$ cat src/rtl/sdram_stream_reader_if.sv
// Toggle-handshake SDRAM port: a request is outstanding while req != ack.
// The reader drives the device side and the memory controller drives the memory side.
interface sdram_bus #(
   parameter int ADDR_BITS = 20
);
   logic                 req;
   logic                 ack;
   logic                 we;
   logic                 refresh;
   logic [ADDR_BITS-1:0] address;
   logic [15:0]          data_write;
   logic [15:0]          data_read;

   modport device (output req, we, address, data_write, refresh, input ack, data_read);
   modport memory (input req, we, address, data_write, refresh, output ack, data_read);
endinterface

$ cat src/rtl/sdram_stream_reader.sv
// Streams a block of SDRAM words into an output FIFO over a toggle handshake.
// Optional auto-refresh insertion is compiled in with SDRAM_READER_REFRESH_EN.
module sdram_stream_reader #(
   parameter int ADDR_BITS        = 20,
   parameter int FIFO_DEPTH       = 8,
   parameter int REFRESH_INTERVAL = 780
) (
   input  logic                 clk,
   input  logic                 reset,
   input  logic                 start,
   input  logic [ADDR_BITS-1:0] start_addr,
   input  logic [ADDR_BITS-1:0] length,
   output logic                 busy,
   output logic                 done,
   output logic [15:0]          out_data,
   output logic                 out_valid,
   input  logic                 out_ready,
   sdram_bus.device             ram,
   output logic [1:0]           debug_state
);
   localparam int PW = $clog2(FIFO_DEPTH);
   localparam int CW = PW + 1;

   typedef enum logic [1:0] {
      IDLE, ISSUE, WAIT
`ifdef SDRAM_READER_REFRESH_EN
      , REFRESH_WAIT
`endif
   } state_t;

   state_t               state, state_next;
   logic [ADDR_BITS-1:0] cur_addr, remaining, issue_addr, address_q;
   logic [15:0]          fifo_mem [FIFO_DEPTH];
   logic [PW-1:0]        wr_ptr, rd_ptr;
   logic [CW-1:0]        count;
   logic                 req_q, bus_idle, full, push, pop;
   logic                 start_ok, load, issue, advance, done_next, take_refresh;

   // Bus: the reader owns req and inverts it to issue; the request completes in the
   // cycle ack equals req, with data_read valid then. Output: pop when out_valid & out_ready.
   assign bus_idle       = (ram.ack == req_q);
   assign ram.req        = req_q;
   assign ram.address    = address_q;
   assign ram.we         = 1'b0;
   assign ram.data_write = 16'h0000;

   assign full        = (count == CW'(FIFO_DEPTH));
   assign out_valid   = (count != '0);
   assign out_data    = fifo_mem[rd_ptr];
   assign pop         = out_valid && out_ready;
   assign start_ok    = start && !busy;
   assign debug_state = state;

`ifdef SDRAM_READER_REFRESH_EN
   localparam int RW = $clog2(REFRESH_INTERVAL + 1);
   logic [RW-1:0] refresh_cnt;
   logic          refresh_pending, refresh_q;
   state_t        resume, resume_next;
`endif

   always_comb begin
      state_next = state;
      issue      = 1'b0;
      issue_addr = cur_addr;
      load       = 1'b0;
      push       = 1'b0;
      advance    = 1'b0;
      done_next  = 1'b0;
`ifdef SDRAM_READER_REFRESH_EN
      take_refresh = 1'b0;
      resume_next  = resume;
`endif
      if (start_ok) begin
         if (length == '0) done_next = 1'b1;
         else              load      = 1'b1;
      end
      case (state)
         IDLE: begin
            if (load) begin
               if (!full && bus_idle) begin
                  issue      = 1'b1;
                  issue_addr = start_addr;
                  state_next = WAIT;
               end else begin
                  state_next = ISSUE;
               end
            end
         end
         ISSUE: begin
            if (!full && bus_idle) begin
               issue      = 1'b1;
               state_next = WAIT;
            end
         end
         WAIT: begin
            if (bus_idle) begin
               push    = 1'b1;
               advance = 1'b1;
               if (remaining == ADDR_BITS'(1)) begin
                  done_next  = 1'b1;
                  state_next = IDLE;
               end else begin
                  state_next = ISSUE;
               end
            end
         end
`ifdef SDRAM_READER_REFRESH_EN
         REFRESH_WAIT: begin
            if (load) resume_next = ISSUE;
            if (bus_idle) state_next = resume_next;
         end
`endif
         default: state_next = IDLE;
      endcase
`ifdef SDRAM_READER_REFRESH_EN
      // A completing read in WAIT is handled first; refresh then wins the next free slot.
      if (refresh_pending && bus_idle && (state == IDLE || state == ISSUE)) begin
         take_refresh = 1'b1;
         issue        = 1'b0;
         resume_next  = (state_next == WAIT) ? ISSUE : state_next;
         state_next   = REFRESH_WAIT;
      end
`endif
   end

   always_ff @(posedge clk or posedge reset) begin
      if (reset) begin
         state     <= IDLE;
         req_q     <= 1'b0;
         address_q <= '0;
         cur_addr  <= '0;
         remaining <= '0;
         busy      <= 1'b0;
         done      <= 1'b0;
      end else begin
         state <= state_next;
         done  <= done_next;
         busy  <= (busy & ~done) | start_ok;
         if (load) begin
            cur_addr  <= start_addr;
            remaining <= length;
         end
         if (issue || take_refresh) req_q <= ~req_q;
         if (issue) address_q <= issue_addr;
         if (advance) begin
            cur_addr  <= cur_addr + ADDR_BITS'(1);
            remaining <= remaining - ADDR_BITS'(1);
         end
      end
   end

   always_ff @(posedge clk or posedge reset) begin
      if (reset) begin
         wr_ptr <= '0;
         rd_ptr <= '0;
         count  <= '0;
      end else begin
         if (push) wr_ptr <= wr_ptr + PW'(1);
         if (pop)  rd_ptr <= rd_ptr + PW'(1);
         case ({push, pop})
            2'b10:   count <= count + CW'(1);
            2'b01:   count <= count - CW'(1);
            default: count <= count;
         endcase
      end
   end

   always_ff @(posedge clk) begin
      if (push) fifo_mem[wr_ptr] <= ram.data_read;
   end

`ifdef SDRAM_READER_REFRESH_EN
   always_ff @(posedge clk or posedge reset) begin
      if (reset) begin
         refresh_cnt     <= '0;
         refresh_pending <= 1'b0;
         refresh_q       <= 1'b0;
         resume          <= IDLE;
      end else begin
         if (refresh_cnt == RW'(REFRESH_INTERVAL - 1)) refresh_cnt <= '0;
         else                                          refresh_cnt <= refresh_cnt + RW'(1);
         refresh_pending <= (refresh_cnt == RW'(REFRESH_INTERVAL - 1)) |
                            (refresh_pending & ~take_refresh);
         if (take_refresh)                          refresh_q <= 1'b1;
         else if (state == REFRESH_WAIT && bus_idle) refresh_q <= 1'b0;
         resume <= resume_next;
      end
   end
   assign ram.refresh = refresh_q;
`else
   logic unused_cfg;
   assign take_refresh = 1'b0;
   assign ram.refresh  = 1'b0;
   assign unused_cfg   = (REFRESH_INTERVAL == 0);
`endif
endmodule

$ cat src/flat_wrapper.sv
// flat-port wrapper written by rule: the top's interface ports become plain ports
module sdram_stream_reader_flat 
#(
   parameter int ADDR_BITS        = 20,
   parameter int FIFO_DEPTH       = 8,
   parameter int REFRESH_INTERVAL = 780
)
  (clk, reset, start, start_addr, length, busy, done, out_data, out_valid, out_ready, debug_state, ram_req, ram_we, ram_address, ram_data_write, ram_refresh, ram_ack, ram_data_read);
  sdram_bus #(.ADDR_BITS(ADDR_BITS)) ram_i ();
  input  logic clk;
  input  logic reset;
  input  logic start;
  input  logic [ADDR_BITS-1:0] start_addr;
  input  logic [ADDR_BITS-1:0] length;
  output logic busy;
  output logic done;
  output logic [15:0] out_data;
  output logic out_valid;
  input  logic out_ready;
  output logic [1:0] debug_state;
  output wire logic [$bits(ram_i.req)-1:0] ram_req;
  output wire logic [$bits(ram_i.we)-1:0] ram_we;
  output wire logic [$bits(ram_i.address)-1:0] ram_address;
  output wire logic [$bits(ram_i.data_write)-1:0] ram_data_write;
  output wire logic [$bits(ram_i.refresh)-1:0] ram_refresh;
  input wire logic [$bits(ram_i.ack)-1:0] ram_ack;
  input wire logic [$bits(ram_i.data_read)-1:0] ram_data_read;
  assign ram_req = ram_i.req;
  assign ram_we = ram_i.we;
  assign ram_address = ram_i.address;
  assign ram_data_write = ram_i.data_write;
  assign ram_refresh = ram_i.refresh;
  assign ram_i.ack = ram_ack;
  assign ram_i.data_read = ram_data_read;
  sdram_stream_reader #(.ADDR_BITS(ADDR_BITS), .FIFO_DEPTH(FIFO_DEPTH), .REFRESH_INTERVAL(REFRESH_INTERVAL)) u_core (.clk(clk), .reset(reset), .start(start), .start_addr(start_addr), .length(length), .busy(busy), .done(done), .out_data(out_data), .out_valid(out_valid), .out_ready(out_ready), .ram(ram_i), .debug_state(debug_state));
endmodule
$ cat config.mk
export PLATFORM = sky130hd
export DESIGN_NAME = sdram_stream_reader_flat
export DESIGN_NICKNAME = d
export VERILOG_FILES = /design/src/rtl/sdram_stream_reader_if.sv /design/src/rtl/sdram_stream_reader.sv /design/src/flat_wrapper.sv
export SDC_FILE = /design/constraint.sdc
export NUM_CORES = 1
export LEC_CHECK = 0
export BUFFER_PORTS_ARGS = -buffer_cell sky130_fd_sc_hd__buf_2
export CAP_MARGIN = 20
export CORE_UTILIZATION = 50
export CTS_CLUSTER_SIZE = 14
export DETAILED_ROUTE_END_ITERATION = 6
export PLACE_DENSITY = 0.82
export SETUP_SLACK_MARGIN = 0.3
export SLEW_MARGIN = 20
export SYNTH_ARGS = -nofsm -noshare
export SYNTH_HDL_FRONTEND = slang
export SYNTH_SLANG_ARGS = --single-unit
$ cat constraint.sdc
create_clock -name clk -period 3 [get_ports clk]
set_input_delay 0.45 -clock clk [delete_from_list [all_inputs] [get_ports clk]]
set_output_delay 0.45 -clock clk [all_outputs]
set_load 0.05 [all_outputs]
== After elaboration in Yosys (flattened, before gate mapping) ==
Memories as Yosys holds them, arrays and structs flattened.
Cells that the tools add are included.
Storage, ports and cells
  flip-flop bits (word level): 75
  memory bits (writable): 128
  input port bits: 61
  output and inout bits: 60
  memories kept: 1
Memory list
  u_core.fifo_mem: words 8, width 16, rd ports 1, clocked after Yosys merged registers in 0, write ports 1, line sdram_stream_reader.sv:33  | logic [15:0] fifo_mem [FIFO_DEPTH];
Operators by class
  add/sub/neg operators: 6
  eq/ne operators: 10
  mux-type cells: 28
  bitwise operators: 4
  reductions and logical operators: 11
Operators with widths (number)
  20-bit two-way mux: 7
  20-bit by 1-bit adder with 20-bit output, second input constant: 1
  20-bit by 1-bit == test with 1-bit output, second input constant: 1
  20-bit zero test: 1
  20-bit by 1-bit subtractor with 20-bit output, second input constant: 1
  1-bit two-way mux: 14
  2-bit two-way mux: 4
  4-bit case mux with 2 select lines: 1
  3-bit by 1-bit adder with 3-bit output, second input constant: 2
  2-bit by 1-bit != test with 1-bit output, second input constant: 3
  2-bit case mux with 3 select lines: 1
  4-bit by 1-bit adder with 4-bit output, second input constant: 1
  2-bit by 1-bit == test with 1-bit output, second input constant: 2
  2-bit == test, second input constant: 2
  4-bit == test, second input constant: 1
  2-bit nonzero test: 2
  4-bit nonzero test: 1
  4-bit by 1-bit subtractor with 4-bit output, second input constant: 1
  1-bit logical AND: 3
  3-bit AND reduction: 1
  1-bit zero test: 2
  2-bit zero test: 1
  1-bit inverter: 2
  1-bit case mux with 2 select lines: 1
  other kinds (3): 3

== Longest topological paths before layout ==
Gate-level depths: netlist (run 1).
  depth after elaboration: 6
  depth in mapped cells: 12
  gate-level depth less buffers: 10

== Worst setup path after synthesis (run 1) ==
No wires, ideal clock.
  kind: flip-flop to flip-flop
  start point: register u_core.req_q (netlist: u_core.ram.req)
  end point: memory u_core.fifo_mem[0][0] (enable)
  setup time: 0.430 ns
  arrival time: 3.135 ns
  data required time: 2.570 ns
  slack: -0.565 ns
  cell stages (with the launch flop): 7
  path buffers: 2
  cell sequence: dfrtp_1 xor2_1 nor2_1 inv_2 clkbuf_1 clkbuf_1 nor4_1
On the way
  longest elaborated chain between the ends: 5
RTL lines
  start: declaration: line sdram_stream_reader.sv:36  | logic req_q, bus_idle, full, push, pop;
  start signal: assignment: line sdram_stream_reader.sv:143  | if (issue || take_refresh) req_q <= ~req_q;
  1-bit == test: line sdram_stream_reader.sv:41  | assign bus_idle = (ram.ack == req_q);
  1-bit two-way mux: line sdram_stream_reader.sv:96  | if (bus_idle) begin
  1-bit two-way mux: line sdram_stream_reader.sv:77  | case (state)
  1-bit two-way mux: line sdram_stream_reader.sv:169  | if (push) fifo_mem[wr_ptr] <= ram.data_read;
  1-bit two-way mux (not written as such): line sdram_stream_reader.sv:169
  end: declaration: line sdram_stream_reader.sv:33
Every way passes these cells.

== Worst setup path after layout (run 1) ==
  start point: register u_core.rd_ptr[0]
  end point: output out_data[9]
On the way
  longest elaborated chain between the ends: 1
RTL lines
  start: declaration: line sdram_stream_reader.sv:34  | logic [PW-1:0] wr_ptr, rd_ptr;
  start signal: assignment: line sdram_stream_reader.sv:159  | if (pop) rd_ptr <= rd_ptr + PW'(1);
  memory 8 x 16 bit
  end: declaration: line flat_wrapper.sv:17  | output logic [15:0] out_data;
Every way passes these cells.

==> out/summary.md, run 1 <==
The die is 137.6 um wide. In this run the remaining antenna-violating nets after routing total 0. For the number of distinct library cells after synthesis, the log shows 65. On the final layout, the worst clock skew is 0.01412 ns. Registers take 5724 um2. The number of cells on the critical path works out to 4. Clock tree synthesis inserted a total of 21 buffers. The number of pins with negative max-slew slack in the final report was 0. The signal on the critical path passes through buf_12 > mux4_2 > mux2_2 > buf_2.

Counting tap cells, the placed design contains a total of 994 instances. The max-capacitance violation count is 0, and the core outline area is 17960 um2. Critical path's largest stage delay: 0.54 ns. Setup violations remaining at the end of the flow were counted as 0. In this run the count of I/O pins placed on the die edge is 121. Measured along the y axis, the die boundary spans 137.6 um. For this design the static power due to leakage is 4.019 nW.

After synthesis the cells add up to 9189 um2. Timing would allow up to 374.8 MHz. The clock reaches the later pin of the worst-skew pair after 0.49 ns. CTS placed an instance of sky130_fd_sc_hd__clkbuf_16 at the clock tree root. The largest individual stage delay along the critical path comes from the cell sky130_fd_sc_hd__mux4_2. The number of antenna diodes in the final layout is 0. The tools report the final sum of negative setup slack as 0 ns. After detailed routing, the number of vias per cell comes to 6.101.

Once the floorplan was initialized, standard cells occupied 51.15% of the core. In the post-route analysis, the smallest setup slack over all paths is 0.3321 ns. The worst setup path is of the flop to primary output kind. The clock tree buffer depth is 3, and the number of enable-type register cells in the synthesized netlist is 128.

The floorplan has 49 rows. In the post-synthesis netlist, the biggest area contributors are sky130_fd_sc_hd__edfxtp_1 42%, sky130_fd_sc_hd__dfrtp_1 20%, sky130_fd_sc_hd__mux4_2 7.8%. The flow ran to the end, and the final reports show no timing, DRC or antenna violations.

Number of warnings issued by yosys: 0. After synthesis, the share of flip-flops with an asynchronous set or reset is 36.95%. The portion of synthesized cell area occupied by the leading cell type was 41.83%. Prior to clock tree synthesis, the placed netlist has a worst setup slack of 0.4748 ns. The final number of hold-violating endpoints is 0.

The first global-routing pass estimated 32890 um of wire. The run gives 23.17% as the total routing resource utilization after global routing. The class of the worst hold path is primary input to async pin. The library cell with the largest summed area after synthesis is sky130_fd_sc_hd__edfxtp_1. The detailed placer's ending HPWL is 13610 um, and the peak fanout along the critical path is 15. After detailed routing, the average wire length per cell comes to 20.61 um. Routability-driven placement finished with a final weighted congestion of 0.8871. During placement, the flow inserted port buffers numbering 102.

Counting every sink on the clock net gives 203. After clock tree synthesis, the clock-pin slew on the worst setup and hold paths is 0.06 ns. The worst path needs 2.668 ns of the cycle, external delays included. STA classifies the critical path endpoint as a primary output. For the via count of the first global-routing pass, the log shows 6132. The count of buffering cells on the critical path with inverters included was 2; the area of the multi-input gates was 3257 um2.

Area growth from synthesis to layout: 17.02%. TritonCTS built the clock tree. Entering global routing, the biggest net connects 34 pins. Each instance of the synthesized netlist takes up on average 13.74 um2. The tools report the critical path required time as 2.55 ns.

For the final net count, the log shows 861. Among all flip-flop cells after synthesis, the most frequent one is sky130_fd_sc_hd__edfxtp_1. The data arrival time at the worst-slack endpoint was 2.22 ns; the instance area at placement was 10110 um2. Dividing total power by cell area gives a power density of 989.4 nW/um2. Summed over all layers, the routed wires come to 21290 um.

The worst register-to-register path has a depth of 10. In the routed design, unresolved DRC markers number 0. The worst slew slack as a fraction of its limit is 59.06%, and the initial antenna violation count is 0.

The flop and latch count out of synthesis was 203; the number of standard cells after synthesis was 669. The run gives 1343 as the total of fill cells in the finished design. The floorplan step defined a die boundary enclosing 18920 um2. IR analysis of the VDD net gives a maximum drop of 0.0006947 V. The number of levels in the clock H-tree was 1. The first detailed-routing pass ran for 5 iterations. Cell family with the largest share of critical-path delay: multiplexers. For the pin with the worst max-slew slack, the measured transition is 0.6056 ns. Total number of vias: 6302. Of the available clock period, the critical path in the final layout requires 88.93%.

Setup repair after global routing could not meet its margin everywhere. Of the cells placed in the final design, the portion with a size suffix greater than 1 is 29.98%. For the overall power of the completed layout, the log shows 10.64 mW.

The worst setup path is launched from a flop. The tools report the share of synthesized area occupied by flip-flops and latches as 62.25%. The total global routing overflow was 0; the non-filler instance count after layout was 1033. The initial detailed-routing violation count was 407; the post-route standard cell area excluding fillers was 10750 um2.
## Yosys cell counts (16+ instances only)
master and count:
sky130_fd_sc_hd__buf_4 19, sky130_fd_sc_hd__dfrtp_1 75, sky130_fd_sc_hd__mux2_2 17, sky130_fd_sc_hd__nand2_1 32, sky130_fd_sc_hd__nand3_1 19, sky130_fd_sc_hd__a21oi_1 34
sky130_fd_sc_hd__edfxtp_1 128, sky130_fd_sc_hd__mux4_2 32, sky130_fd_sc_hd__nor3_1 17, sky130_fd_sc_hd__clkbuf_1 23, sky130_fd_sc_hd__nor2_1 56, sky130_fd_sc_hd__a2bb2oi_1 16
## registers in the layout, summed over array words and instances, names as in the netlist
register	count
u_core.count	4
u_core.ram.address	20
u_core.wr_ptr	3
u_core.ram.req	1
u_core.remaining	20
u_core.fifo_mem	128
u_core.busy	1
u_core.cur_addr	20
u_core.rd_ptr	3
u_core.done	1
u_core.debug_state	2
## power breakdown
group	leakage, nW	total, mW	internal [mW]	switching (mW)
Clock	0.298	2.31	1.29	1.02
Sequential	2.03	4.05	3.47	0.584
Combinational	1.69	4.27	1.57	2.70
## final timing paths
kind                             startpoint                  end  slack [ns]
min in group clk                  length[3]  u_core.remaining[3]        0.22
setup reg to reg            u_core.count[0]      u_core.count[3]        0.48
setup / recovery           u_core.rd_ptr[0]          out_data[9]        0.33
hold / removal                        reset   u_core.cur_addr[5]        0.02
hold reg to reg                 u_core.done          u_core.busy        0.47
max in group asynchronous             reset       u_core.ram.req        2.19
## placed cells by master (no fill, tap or decap), drive strengths merged, types with 5 or more instances in the layout
cell	instances
mux4	32
mux2	17
clkbuf	26
ha	8
nor2	56
nor3	17
o211ai	9
a311oi	6
inv	14
and3	6
conb	18
o21ai	18
nand3	20
dfrtp	75
o221a	5
xor2	5
o31ai	6
xnor2	9
buf	134
nand4	9
nor4	10
clkinv	10
or4	8
a211oi	5
nand2b	5
nand2	32
a2bb2oi	16
edfxtp	128
o22ai	15
a21oi	34
o2bb2ai	15
## cell type report
| type | instances | area share [%] |
|---|---|---|
| clock buffers | 26 | 5.062 |
| clock inverters | 10 | 0.5003 |
| inverters | 14 | 0.5003 |
| multi-input cells | 417 | 30.29 |
| flip-flops and latches | 203 | 53.23 |
| well taps | 229 | 2.665 |
| repair buffers | 134 | 7.750 |
## routing by layer
| metal | track usage [%] | routed length (um) | vias to the layer above |
|---|---|---|---|
| met5 | 0 | 0 | - |
| met4 | 8.181 | 611 | 0 |
| met1 | 30.57 | 8415 | 3136 |
| met3 | 3.164 | 1534 | 47 |
| li1 | - | - | 2816 |
| met2 | 39.20 | 10730 | 303 |
## metrics by stage
| stage | util (%) | hold WS [ns] |
|---|---|---|
| 2_1_floorplan | - | 0.4496 |
| 3_3_place_gp | 56.29 | 0.4546 |
| 3_5_place_dp | 56.29 | 0.4537 |
| 4_1_cts | 59.86 | 0.03708 |
| 5_1_grt | 59.86 | 0.06385 |
| 6_report | 59.86 | 0.01509 |
## timing repair
item                                    4_1_cts  5_1_grt
endpoints found under the setup margin       15        5
setup buffers                                 2        0
gates cloned                                  1        0
hold buffers                                  0        0
resized for setup                             1        0
## cell families after synthesis
| logic type | count (synthesis) | share of synthesized area, % |
|---|---|---|
| DFF | 203 | 62.25 |
| and+or+nand+nor | 176 | 9.681 |
| AOI/OAI and AO/OA | 150 | 11.70 |
| buffers and inverters | 66 | 3.649 |
| muxes | 50 | 10.04 |
| xor gates and xnor gates | 14 | 1.334 |
| adders and majority gates | 9 | 1.307 |
| other | 1 | 0.04081 |
Note: power is estimated with default switching activity, not from simulation.
==> run 2: changes to the inputs <==
CORE_UTILIZATION = 52   (was 50)
PLACE_DENSITY = 0.85   (was 0.82)
==> run 2 against run 1 <==
Worst hold slack improved by 0.091 ns. Count of clock-buffer cells in the layout down 2. Clock power up 5%. First-iteration DRC count is 18% higher. Die area is 3.8% lower. Largest power group unchanged.
==> out/summary.md, run 2 (synthesis gave the netlist of run 1 again) <==
The least setup slack across all paths after layout was 0.3041 ns (was 0.3321 ns). Launching element type of the critical path: a flop (unchanged). The number of flip-flops in the largest register came out at 128 (unchanged).

The antenna violation net count after detailed routing was 0 (unchanged); the number of levels in the clock H-tree was 1 (unchanged). TritonCTS built the clock tree. The initial antenna violation count is 0 (unchanged).

The run gives 1021 (was 1033) as the non-filler instance count after layout. Clock-pin slew on the worst setup and hold paths: 0.06 ns (about the same). The peak fanout along the critical path was 8 (was 15). The number of cell rows came out at 48 (was 49). The logs give 0 (unchanged) for the final number of hold-violating endpoints and 32.98% (was 59.06%) for the worst slew slack as a fraction of its limit.

The run gives 4.021 nW (was 4.019 nW) as the leakage power. For the number of pins with negative max-slew slack in the final report, the log shows 0 (unchanged). Type of destination of the critical path: a primary output (unchanged).

The most common cell after layout, fill and taps aside is sky130_fd_sc_hd__edfxtp_1 (unchanged). The detailed-route vias per instance was 6.184 (was 6.101); the detailed placer's ending HPWL was 13430 um (was 13610 um). The number of CTS-inserted buffers came out at 21 (unchanged).

The maximum clock rate was 370.9 MHz (was 374.8 MHz); the total number of vias was 6314 (was 6302). The final sum of negative setup slack was 0 ns (unchanged). The total of fill cells in the finished design is 1310 (was 1343), and the largest vdd supply drop is 0.0009524 V (was 0.0006947 V). The area growth from synthesis to layout is 17.32% (was 17.02%).

Setup repair after global routing could not meet its margin everywhere. The run finished with clean final reports. The vertical die dimension works out to 134.9 um (was 137.6 um).

The number of antenna repair diodes was 0 (unchanged). The class of the worst hold path is primary input to async pin (unchanged). Number of search-and-repair iterations in the first detailed-routing pass: 5 (unchanged). Width of the die: 134.9 um (was 137.6 um). For the full die area, the log shows 18210 um2 (was 18920 um2). The root buffer selected by CTS was sky130_fd_sc_hd__clkbuf_16 (unchanged).

The share of cells above drive strength 1 works out to 29.40% (was 29.98%). The logs give 6077 (was 6132) for the via count of the first global-routing pass and 0.4884 ns (was 0.4748 ns) for the worst slack at placement. The overall routed net length was 21920 um (was 21290 um). Number of clock sinks: 203 (unchanged). The tools report the total global routing overflow as 0 (unchanged).

The max-capacitance violation count was 0 (unchanged). The number of instances in the placed design is 980 (was 994). The core outline area was 17300 um2 (was 17960 um2).

The worst slack on hold paths is 0.1060 ns (was 0.01509 ns), and the final setup skew is 0.007014 ns (was 0.01412 ns). Register containing the most flip-flops in the final layout: u_core.fifo_mem (unchanged). Transition at the pin with the smallest max-transition slack: 1.005 ns (was 0.6056 ns).

The type of the setup path with the least slack is flop to primary output (unchanged). The data arrival time at the worst-slack endpoint came out at 2.25 ns (was 2.22 ns). Top library cells by usage in the layout, fill and taps aside: 128 x sky130_fd_sc_hd__edfxtp_1, 89 x sky130_fd_sc_hd__buf_2, 72 x sky130_fd_sc_hd__dfrtp_1, 52 x sky130_fd_sc_hd__nor2_1, 34 x sky130_fd_sc_hd__a21oi_1 (was 128 x sky130_fd_sc_hd__edfxtp_1, 102 x sky130_fd_sc_hd__buf_2, 72 x sky130_fd_sc_hd__dfrtp_1, 52 x sky130_fd_sc_hd__nor2_1, 34 x sky130_fd_sc_hd__a21oi_1). Port buffer count: 102 (unchanged). The tools report the starting density of the core as 53.13% (was 51.15%).

The run gives 42 (was 34) as the largest net degree at the start of global routing. For the initial detailed-routing violation count, the log shows 479 (was 407). The clock tree buffer depth is 3 (unchanged), and the hold buffer count at cts is 0 (unchanged). The final net count was 853 (was 861).

The tools report the final RePlAce weighted congestion as 0.8637 (was 0.8871). The tools report the critical path required time as 2.55 ns (about the same). The run gives 33420 um (was 32890 um) as the first-pass GRT wire length. The shortest clock period the worst path allows after layout was 2.696 ns (was 2.668 ns); the I/O pin count was 121 (unchanged). The DRC violations left was 0 (unchanged); the total routing resource utilization after global routing was 24.11% (was 23.17%). The later-pin clock latency in the skew report was 0.49 ns (about the same); the ratio of final minimum period to clock period was 89.86% (was 88.93%). The detail-routed net length per standard cell is 21.47 um (was 20.61 um), and the power density of the placed cells is 1015 nW/um2 (was 989.4 nW/um2).

The run gives 0 (unchanged) as the total of endpoints with negative setup slack in the final report. For the overall power of the completed layout, the log shows 10.94 mW (was 10.64 mW).
run 2: cell count changes in the layout (fill, tap and decap cells not counted), sizes merged:
cell      delta
clkinv       +1
clkinvlp     +1
buf         -10
inv          -1
bufinv       +1
run 2: layout make-up:
type	count	area [um2]	share of cell area (%)
Sequential cell	203	5724	53.10
Multi-Input combinational cell	417	3257	30.21
Timing Repair Buffer	126	833.3	7.730
Clock buffer	24	546.8	5.072
Tap cell	225	281.5	2.611
Clock inverter	12	85.08	0.7892
Inverter	14	52.55	0.4875
run 2: final timing paths:
check,slack [ns],end,depth (start not counted),startpoint
min in group clk,0.19,u_core.remaining[16],3,length[16]
worst min-delay path,0.11,u_core.ram.address[6],2,reset
max in group asynchronous,2.19,u_core.busy,3,reset
worst max register to register,0.42,u_core.count[3],10,u_core.count[0]
worst min register to register,0.48,u_core.busy,1,u_core.done
worst max-delay path,0.30,out_data[12],4,u_core.rd_ptr[0]
run 2: critical path, stage by stage (launching register included):
cell and delay, ns:
sky130_fd_sc_hd__dfrtp_2 0.52, sky130_fd_sc_hd__buf_12 0.19, sky130_fd_sc_hd__mux4_2 0.56, sky130_fd_sc_hd__mux2_2 0.32, sky130_fd_sc_hd__buf_6 0.16
run 2: routing by layer:
layer	wire, um	track usage, %	vias to the layer above
li1	-	-	2808
met1	8799	31.80	3170
met2	11160	41.92	290
met3	1431	2.740	46
met4	530	7.553	0
met5	0	0	-
run 2: power by group:
| part | total [mW] | switching (mW) | internal [mW] |
|---|---|---|---|
| combinational | 4.48 | 2.74 | 1.74 |
| sequential | 4.04 | 0.574 | 3.47 |
| clock | 2.42 | 1.03 | 1.39 |
| total | 10.9 | 4.34 | 6.60 |
run 2: timing repair:
action / in CTS / in global routing
buffers inserted: 0 / 2
cloned: 1 / 2
gates resized for setup: 1 / 34
endpoints found under the setup margin: 7 / 11
run 2: through the flow:
stage | util (%) | cell area, um2
2_1_floorplan | - | 9286
3_3_place_gp | 57.78 | 9993
3_5_place_dp | 57.78 | 9993
4_1_cts | 61.59 | 10650
5_1_grt | 62.33 | 10780
6_report | 62.33 | 10780
